`src/rtl/axi_perf_window_monitor.sv`:
```
`default_nettype none
// ============================================================================
// Module   : axi_perf_window_monitor
// Purpose  : Passive AXI4 performance monitor. It taps the handshakes of one
//            AXI4 interface and accumulates transaction, beat, byte, stall and
//            latency-occupancy statistics. It accumulates over a programmable
//            cycle window (windowed mode) or between manual_snap pulses
//            (manual mode). Each closed interval is published as a snapshot
//            with a one-cycle snap_valid strobe.
// Ports    : ACLK/ARESET      - clock, asynchronous active-high reset
//            cfg_*            - enable, mode, window length, clear pulse
//            manual_snap      - closes the interval in manual mode
//            aw/w/b/ar/r      - observed valid/ready/last handshakes, wstrb
//            snap_*           - snapshot counters, saturation flag, strobe
//            wr/rd_outstanding- live outstanding transaction counts
//            err_overflow/err_underflow - sticky outstanding-counter errors
// Revision : 1.0 - initial release
// ============================================================================
module axi_perf_window_monitor #(
    parameter int DATA_WIDTH = 64,
    parameter int ID_WIDTH   = 4,
    parameter int CNT_WIDTH  = 32,
    parameter int WIN_WIDTH  = 24,
    parameter int OST_WIDTH  = 8
) (
    input  logic                    ACLK,
    input  logic                    ARESET,
    input  logic                    cfg_enable,
    input  logic                    cfg_mode,
    input  logic [WIN_WIDTH-1:0]    cfg_window,
    input  logic                    cfg_clear,
    input  logic                    manual_snap,
    input  logic                    awvalid,
    input  logic                    awready,
    input  logic                    wvalid,
    input  logic                    wready,
    input  logic                    wlast,
    input  logic [DATA_WIDTH/8-1:0] wstrb,
    input  logic                    bvalid,
    input  logic                    bready,
    input  logic                    arvalid,
    input  logic                    arready,
    input  logic                    rvalid,
    input  logic                    rready,
    input  logic                    rlast,
    output logic                    snap_valid,
    output logic [CNT_WIDTH-1:0]    snap_cycles,
    output logic [CNT_WIDTH-1:0]    snap_wr_txn,
    output logic [CNT_WIDTH-1:0]    snap_rd_txn,
    output logic [CNT_WIDTH-1:0]    snap_wr_beats,
    output logic [CNT_WIDTH-1:0]    snap_rd_beats,
    output logic [CNT_WIDTH-1:0]    snap_wr_bytes,
    output logic [CNT_WIDTH-1:0]    snap_wr_lat_sum,
    output logic [CNT_WIDTH-1:0]    snap_rd_lat_sum,
    output logic [CNT_WIDTH-1:0]    snap_aw_stall,
    output logic [CNT_WIDTH-1:0]    snap_ar_stall,
    output logic                    snap_sat,
    output logic [OST_WIDTH-1:0]    wr_outstanding,
    output logic [OST_WIDTH-1:0]    rd_outstanding,
    output logic                    err_overflow,
    output logic                    err_underflow
);

    localparam int c_strb_w       = DATA_WIDTH / 8;
    localparam int c_unused_id_w  = ID_WIDTH;   // IDs are not needed for occupancy counting
    localparam int c_num_acc      = 10;

    // Accumulator / snapshot slot indices
    localparam int c_cyc      = 0;
    localparam int c_wr_txn   = 1;
    localparam int c_rd_txn   = 2;
    localparam int c_wr_beats = 3;
    localparam int c_rd_beats = 4;
    localparam int c_wr_bytes = 5;
    localparam int c_wr_lat   = 6;
    localparam int c_rd_lat   = 7;
    localparam int c_aw_stall = 8;
    localparam int c_ar_stall = 9;

    localparam logic [0:0]           c_idle    = 1'b0;
    localparam logic [0:0]           c_run     = 1'b1;
    localparam logic [WIN_WIDTH-1:0] c_win_one = WIN_WIDTH'(1);

    logic [0:0]           r_state;
    logic [CNT_WIDTH-1:0] r_acc  [c_num_acc];
    logic [CNT_WIDTH-1:0] r_snap [c_num_acc];
    logic [CNT_WIDTH-1:0] w_inc  [c_num_acc];
    logic [CNT_WIDTH-1:0] w_sum  [c_num_acc];
    logic [c_num_acc-1:0] w_ovf;
    logic [CNT_WIDTH-1:0] w_popcnt;
    logic [WIN_WIDTH-1:0] r_win_cnt;
    logic [WIN_WIDTH-1:0] r_win_len;
    logic                 r_sat;
    logic                 r_snap_sat;
    logic                 r_snap_valid;
    logic [OST_WIDTH-1:0] r_wr_ost;
    logic [OST_WIDTH-1:0] r_rd_ost;
    logic                 r_err_ovf;
    logic                 r_err_unf;
    logic                 w_unused;

    assign w_unused = wlast;

    wire w_aw_fire = awvalid & awready;
    wire w_w_fire  = wvalid  & wready;
    wire w_b_fire  = bvalid  & bready;
    wire w_ar_fire = arvalid & arready;
    wire w_r_fire  = rvalid  & rready;
    wire w_r_last  = w_r_fire & rlast;
    wire w_run     = (r_state == c_run);

    // Window length is latched so that a cfg_window change only applies from
    // the next boundary or clear; while idle it tracks the config directly.
    wire w_win_hit  = (r_win_len != '0) && (r_win_cnt == (r_win_len - c_win_one));
    wire w_boundary = w_run && (cfg_mode ? manual_snap : w_win_hit);

    always_comb begin
        w_popcnt = '0;
        for (int i = 0; i < c_strb_w; i++) begin
            w_popcnt = w_popcnt + CNT_WIDTH'(wstrb[i]);
        end
    end

    always_comb begin
        w_inc[c_cyc]      = CNT_WIDTH'(1'b1);
        w_inc[c_wr_txn]   = CNT_WIDTH'(w_aw_fire);
        w_inc[c_rd_txn]   = CNT_WIDTH'(w_ar_fire);
        w_inc[c_wr_beats] = CNT_WIDTH'(w_w_fire);
        w_inc[c_rd_beats] = CNT_WIDTH'(w_r_fire);
        w_inc[c_wr_bytes] = w_w_fire ? w_popcnt : '0;
        // Occupancy integral: summing the pre-update outstanding count each
        // cycle gives total latency regardless of response ordering.
        w_inc[c_wr_lat]   = CNT_WIDTH'(r_wr_ost);
        w_inc[c_rd_lat]   = CNT_WIDTH'(r_rd_ost);
        w_inc[c_aw_stall] = CNT_WIDTH'(awvalid & ~awready);
        w_inc[c_ar_stall] = CNT_WIDTH'(arvalid & ~arready);
    end

    // Saturating add of this cycle's events onto every accumulator
    always_comb begin
        w_ovf = '0;
        for (int i = 0; i < c_num_acc; i++) begin
            {w_ovf[i], w_sum[i]} = {1'b0, r_acc[i]} + {1'b0, w_inc[i]};
            if (w_ovf[i]) begin
                w_sum[i] = '1;
            end
        end
    end

    always_ff @(posedge ACLK or posedge ARESET) begin
        if (ARESET) begin
            r_state <= c_idle;
        end else begin
            case (r_state)
                c_idle:  if (cfg_enable)  r_state <= c_run;
                c_run:   if (!cfg_enable) r_state <= c_idle;
                default: r_state <= c_idle;
            endcase
        end
    end

    always_ff @(posedge ACLK or posedge ARESET) begin
        if (ARESET) begin
            for (int i = 0; i < c_num_acc; i++) begin
                r_acc[i]  <= '0;
                r_snap[i] <= '0;
            end
            r_win_cnt    <= '0;
            r_win_len    <= '0;
            r_sat        <= 1'b0;
            r_snap_sat   <= 1'b0;
            r_snap_valid <= 1'b0;
        end else begin
            r_snap_valid <= w_boundary;
            if (!w_run || w_boundary || cfg_clear) begin
                r_win_len <= cfg_window;
            end
            // Boundary wins over cfg_clear; both start the next interval at 0.
            if (w_boundary) begin
                for (int i = 0; i < c_num_acc; i++) begin
                    r_snap[i] <= w_sum[i];
                    r_acc[i]  <= '0;
                end
                r_snap_sat <= r_sat | (|w_ovf);
                r_sat      <= 1'b0;
                r_win_cnt  <= '0;
            end else if (cfg_clear) begin
                for (int i = 0; i < c_num_acc; i++) begin
                    r_acc[i] <= '0;
                end
                r_sat     <= 1'b0;
                r_win_cnt <= '0;
            end else if (w_run) begin
                for (int i = 0; i < c_num_acc; i++) begin
                    r_acc[i] <= w_sum[i];
                end
                r_sat     <= r_sat | (|w_ovf);
                r_win_cnt <= r_win_cnt + c_win_one;
            end
        end
    end

    // Outstanding counters track in every state to stay coherent with the bus.
    // Simultaneous increment and decrement cancel and can never flag an error.
    always_ff @(posedge ACLK or posedge ARESET) begin
        if (ARESET) begin
            r_wr_ost  <= '0;
            r_rd_ost  <= '0;
            r_err_ovf <= 1'b0;
            r_err_unf <= 1'b0;
        end else begin
            if (w_aw_fire && !w_b_fire) begin
                if (&r_wr_ost) r_err_ovf <= 1'b1;
                else           r_wr_ost  <= r_wr_ost + 1'b1;
            end else if (w_b_fire && !w_aw_fire) begin
                if (r_wr_ost == '0) r_err_unf <= 1'b1;
                else                r_wr_ost  <= r_wr_ost - 1'b1;
            end
            if (w_ar_fire && !w_r_last) begin
                if (&r_rd_ost) r_err_ovf <= 1'b1;
                else           r_rd_ost  <= r_rd_ost + 1'b1;
            end else if (w_r_last && !w_ar_fire) begin
                if (r_rd_ost == '0) r_err_unf <= 1'b1;
                else                r_rd_ost  <= r_rd_ost - 1'b1;
            end
        end
    end

    assign snap_valid      = r_snap_valid;
    assign snap_cycles     = r_snap[c_cyc];
    assign snap_wr_txn     = r_snap[c_wr_txn];
    assign snap_rd_txn     = r_snap[c_rd_txn];
    assign snap_wr_beats   = r_snap[c_wr_beats];
    assign snap_rd_beats   = r_snap[c_rd_beats];
    assign snap_wr_bytes   = r_snap[c_wr_bytes];
    assign snap_wr_lat_sum = r_snap[c_wr_lat];
    assign snap_rd_lat_sum = r_snap[c_rd_lat];
    assign snap_aw_stall   = r_snap[c_aw_stall];
    assign snap_ar_stall   = r_snap[c_ar_stall];
    assign snap_sat        = r_snap_sat;
    assign wr_outstanding  = r_wr_ost;
    assign rd_outstanding  = r_rd_ost;
    assign err_overflow    = r_err_ovf;
    assign err_underflow   = r_err_unf;

endmodule
`default_nettype wire
```
`config.mk`:
```
export PLATFORM = sky130hd
export DESIGN_NAME = axi_perf_window_monitor
export DESIGN_NICKNAME = d
export VERILOG_FILES = /design/src/rtl/axi_perf_window_monitor.sv
export SDC_FILE = /design/constraint.sdc
export NUM_CORES = 2
export LEC_CHECK = 0
export CAP_MARGIN = 30
export CORE_MARGIN = 4
export CORE_UTILIZATION = 56
export DETAILED_ROUTE_END_ITERATION = 10
export PLACE_DENSITY = 0.78
export SYNTH_ARGS = -nofsm -noshare
export SYNTH_HDL_FRONTEND = slang
export SYNTH_SLANG_ARGS = --single-unit
```
`constraint.sdc`:
```
create_clock -name ACLK -period 26 [get_ports ACLK]
set_input_delay 2.6 -clock ACLK [delete_from_list [all_inputs] [get_ports ACLK]]
set_output_delay 2.6 -clock ACLK [all_outputs]
set_load 0.02 [all_outputs]
```
==> run_results.csv <==
group,metric,value,unit
routing,viasPerCell,6.32,
yosys,synth_area_leader_cell,"dfrtp_1",
routing,drt-total-wl,118000,um
layout,stdcell_count,5497,
timing,slew_viol_final,0,
critical_path,required,26.50,ns
global_routing,grt_max_degree,153,
timing,holdWs,0.480,ns
layout,largest_register_ffs,320,
cts,numCtsBuffers,79,
global_routing,grt-ovfl-total,0,
routing,wl_per_cell,21.4,um
cts,cts_resized,0,
die,die_h,276,um
outcome,status,"finished clean",
cts,ctsHoldBuffers,0,
yosys,synthCells,4260,
place,dpl.hpwl,75500,um
layout,area_delta_synth_final,17.5,%
critical_path,crit_slowest_cell,"or3_1",
place,gp_congestion,0.906,
timing,skew,0.0397,ns
timing,rsz0062_at_grt,"false",
critical_path,critPathMaxFanout,25,
layout,drive_above_1_share,0.0694,
critical_path,crit_path_end_kind,"flop",
die,fp.dieArea,76200,um^2
cts,htree_levels,3,
routing,vias,34700,
yosys,synth_common_cells,"dfrtp_1 (710), nand2_1 (422), o21ai_0 (283)",
yosys,yosysSeqAreaShare,0.442,
timing,maxSlewHeadroom,0.294,
yosys,synth_ff_type,"dfrtp_1",
cts,insertion_delay,0.63,ns
die,start_util,0.569,
yosys,avgSynthCellArea,9.44,um^2
global_routing,grt_pass1_wl,185000,um
cts,cts.sinks,710,
yosys,yosysUniqueCellTypes,84,
global_routing,antenna_found_initial,1,
timing,setup_viol,0,
timing,tightest_slew,1.06,ns
critical_path,worstSetupPathType,"primary input to flop",
routing,dr.pass1.iters,8,
timing,hold_viol_final,0,
cts,clockBufferDepth,3,
layout,regMostFlops,"r_acc",
pwr,leakagePower,21.5,nW
place,place_area,44600,um^2
pwr,power_density,60.2,nW/um^2
die,rows,97,
place,port_buffers,388,
yosys,ys_warn_count,0,
yosys,synth_top_area_frac,0.442,
yosys,synthArstFlopShare,1.00,
place,dp.cells,5356,
critical_path,worst_path_largest_cell_delay,0.68,ns
cts,cts_setup_buffers,0,
die,pin_count,390,
worst_hold_path,hp-class,"flop to flop",
yosys,synthTopCellsByArea,"dfrtp_1 (44%), mux2_1 (7.0%), nand2_1 (3.9%)",
cts,cts_tree,"yes",
pwr,vdd_drop_max,0.0855,mV
die,core-area,70600,um^2
critical_path,cp_top_family,"adder cells",
routing,drtIter0Drc,3465,
timing,period_needed,7.88,ns
timing,tns,0,ns
timing,final.period_utilization,0.303,
layout,nNetsFinal,4611,
routing,drc,0,
timing,fmax,0.127,GHz
global_routing,grt_pass1_vias,33900,
critical_path,path_buf_inv,5,
routing,antenna_left,0,
die,chipWidth,276,um
yosys,synth_edf_count,0,
layout,finalInstanceArea,47200,um^2
critical_path,start_kind,"primary input",
yosys,synth.net_count,4374,
critical_path,cpMostUsedCell,"fa_1",
cts,path_clk_slew,0.06,ns
yosys,synth_most_common_cell,"dfrtp_1",
yosys,synth_area,40200,um^2
yosys,synth-seq-cells,710,
cts,root_buffer,"clkbuf_16",
global_routing,grtUsageTotal,0.303,
critical_path,cp_cell_sequence,"clkdlybuf4s50_1 > inv_1 > fa_1 > fa_1 > fa_1 > inv_1 > ha_1 > fa_1 > and3_1 > fa_1 > a21o_1 > a21oi_1 > buf_4 > or4_1 > or3_1 > buf_4 > o21ai_0 > a21o_1 > mux2_1",
critical_path,critPathArrivalTime,8.38,ns
layout,final_util,0.669,
run,maxCapViolations,0,
[routing by layer]
metal,share of wire,vias up,global-route usage
met1,0.41,17100,0.412
met4,0.031,0,0.107
met2,0.46,1639,0.485
met3,0.095,242,0.0626
li1,-,15800,-
met5,0,-,0
[placed cells by master, fill, tap and decap left out, drive strengths merged, types with 10 or more instances in the layout]
cell           count
a211oi            21
ha                55
o21ai            297
and2              28
or2               11
a21o              35
a31o              32
buf               59
o21a              25
nor2b             12
xor2             109
clkbuf           110
a31oi            104
nand3            244
or3               26
and3              90
o2bb2ai           26
a22o             100
xnor2            176
a311oi            10
nand4             83
nor4              26
inv              181
nand2            423
o31ai             72
a2bb2oi           13
mux2             302
o31a              19
a21oi            183
mux2i             23
clkdlybuf4s50    387
nor3             114
nand2b            27
and4              30
o22ai             16
o211ai            10
nor2             231
dfrtp            710
clkinv            20
or4               17
[through the flow]
stage	worst slack (ns)	power, mW
after CTS	18.16	2.86
after global placement	17.48	1.68
after detailed placement	17.55	1.69
final	18.12	2.84
after global routing	17.93	2.96
after floorplan	3.49	1.52
[kinds of logic (layout without fill, tap and decap cells)]
group,count (synthesis),in the layout,share of synthesized area
adders and majority gates,64,64,0.0216
and+or+nand+nor,1386,1386,0.169
DFF,710,710,0.442
xor gates and xnor gates,285,285,0.0621
other,0,1,0
AOI/OAI and AO/OA,1021,1021,0.166
muxes,325,325,0.0903
buffers and inverters,469,765,0.0498
[final timing paths]
| kind | depth (start not counted) | slack, ns | from | end |
|---|---|---|---|---|
| hold reg to reg | 1 | 0.48 | snap_rd_beats[23]$_DFFE_PP0P_ | snap_rd_beats[23]$_DFFE_PP0P_ |
| setup / recovery | 19 | 18.12 | wstrb[0] | snap_wr_bytes[7]$_DFFE_PP0P_ |
| setup reg to reg | 15 | 19.23 | r_win_len[0]$_DFFE_PP0P_ | snap_cycles[1]$_DFFE_PP0P_ |
| hold / removal | 1 | 0.48 | snap_rd_beats[23]$_DFFE_PP0P_ | snap_rd_beats[23]$_DFFE_PP0P_ |
| max in group asynchronous | 6 | 19.66 | ARESET | snap_aw_stall[21]$_DFFE_PP0P_ |
| min in group asynchronous | 2 | 2.53 | ARESET | snap_wr_txn[2]$_DFFE_PP0P_ |
[power by group]
group	internal [mW]	switching, mW	total [mW]
Combinational	0.200	0.269	0.469
Clock	0.691	0.471	1.16
Sequential	1.15	0.0582	1.21
[worst reg2reg max path: cells and delay by family, from the launching register on]
family / cells / cell delay (ns)
AO/OA/AOI/OAI: 3 / 0.82
buffers and inverters: 6 / 2.91
multiplexers: 1 / 0.43
AND/OR/NAND/NOR: 4 / 1.80
flip-flops: 1 / 0.43
adder cells (fa/ha/maj): 1 / 0.27
[final cells by class]
class,instances,area [um^2]
diodes,1,2.50
clock buffers,110,2350
clock inverters,30,335
fillers,5572,23400
inverters,179,689
multi-input cells,3081,20500
flip-flops and latches,710,17800
well taps,940,1180
repair buffers,446,4390
(Power assumes the default switching activity.)
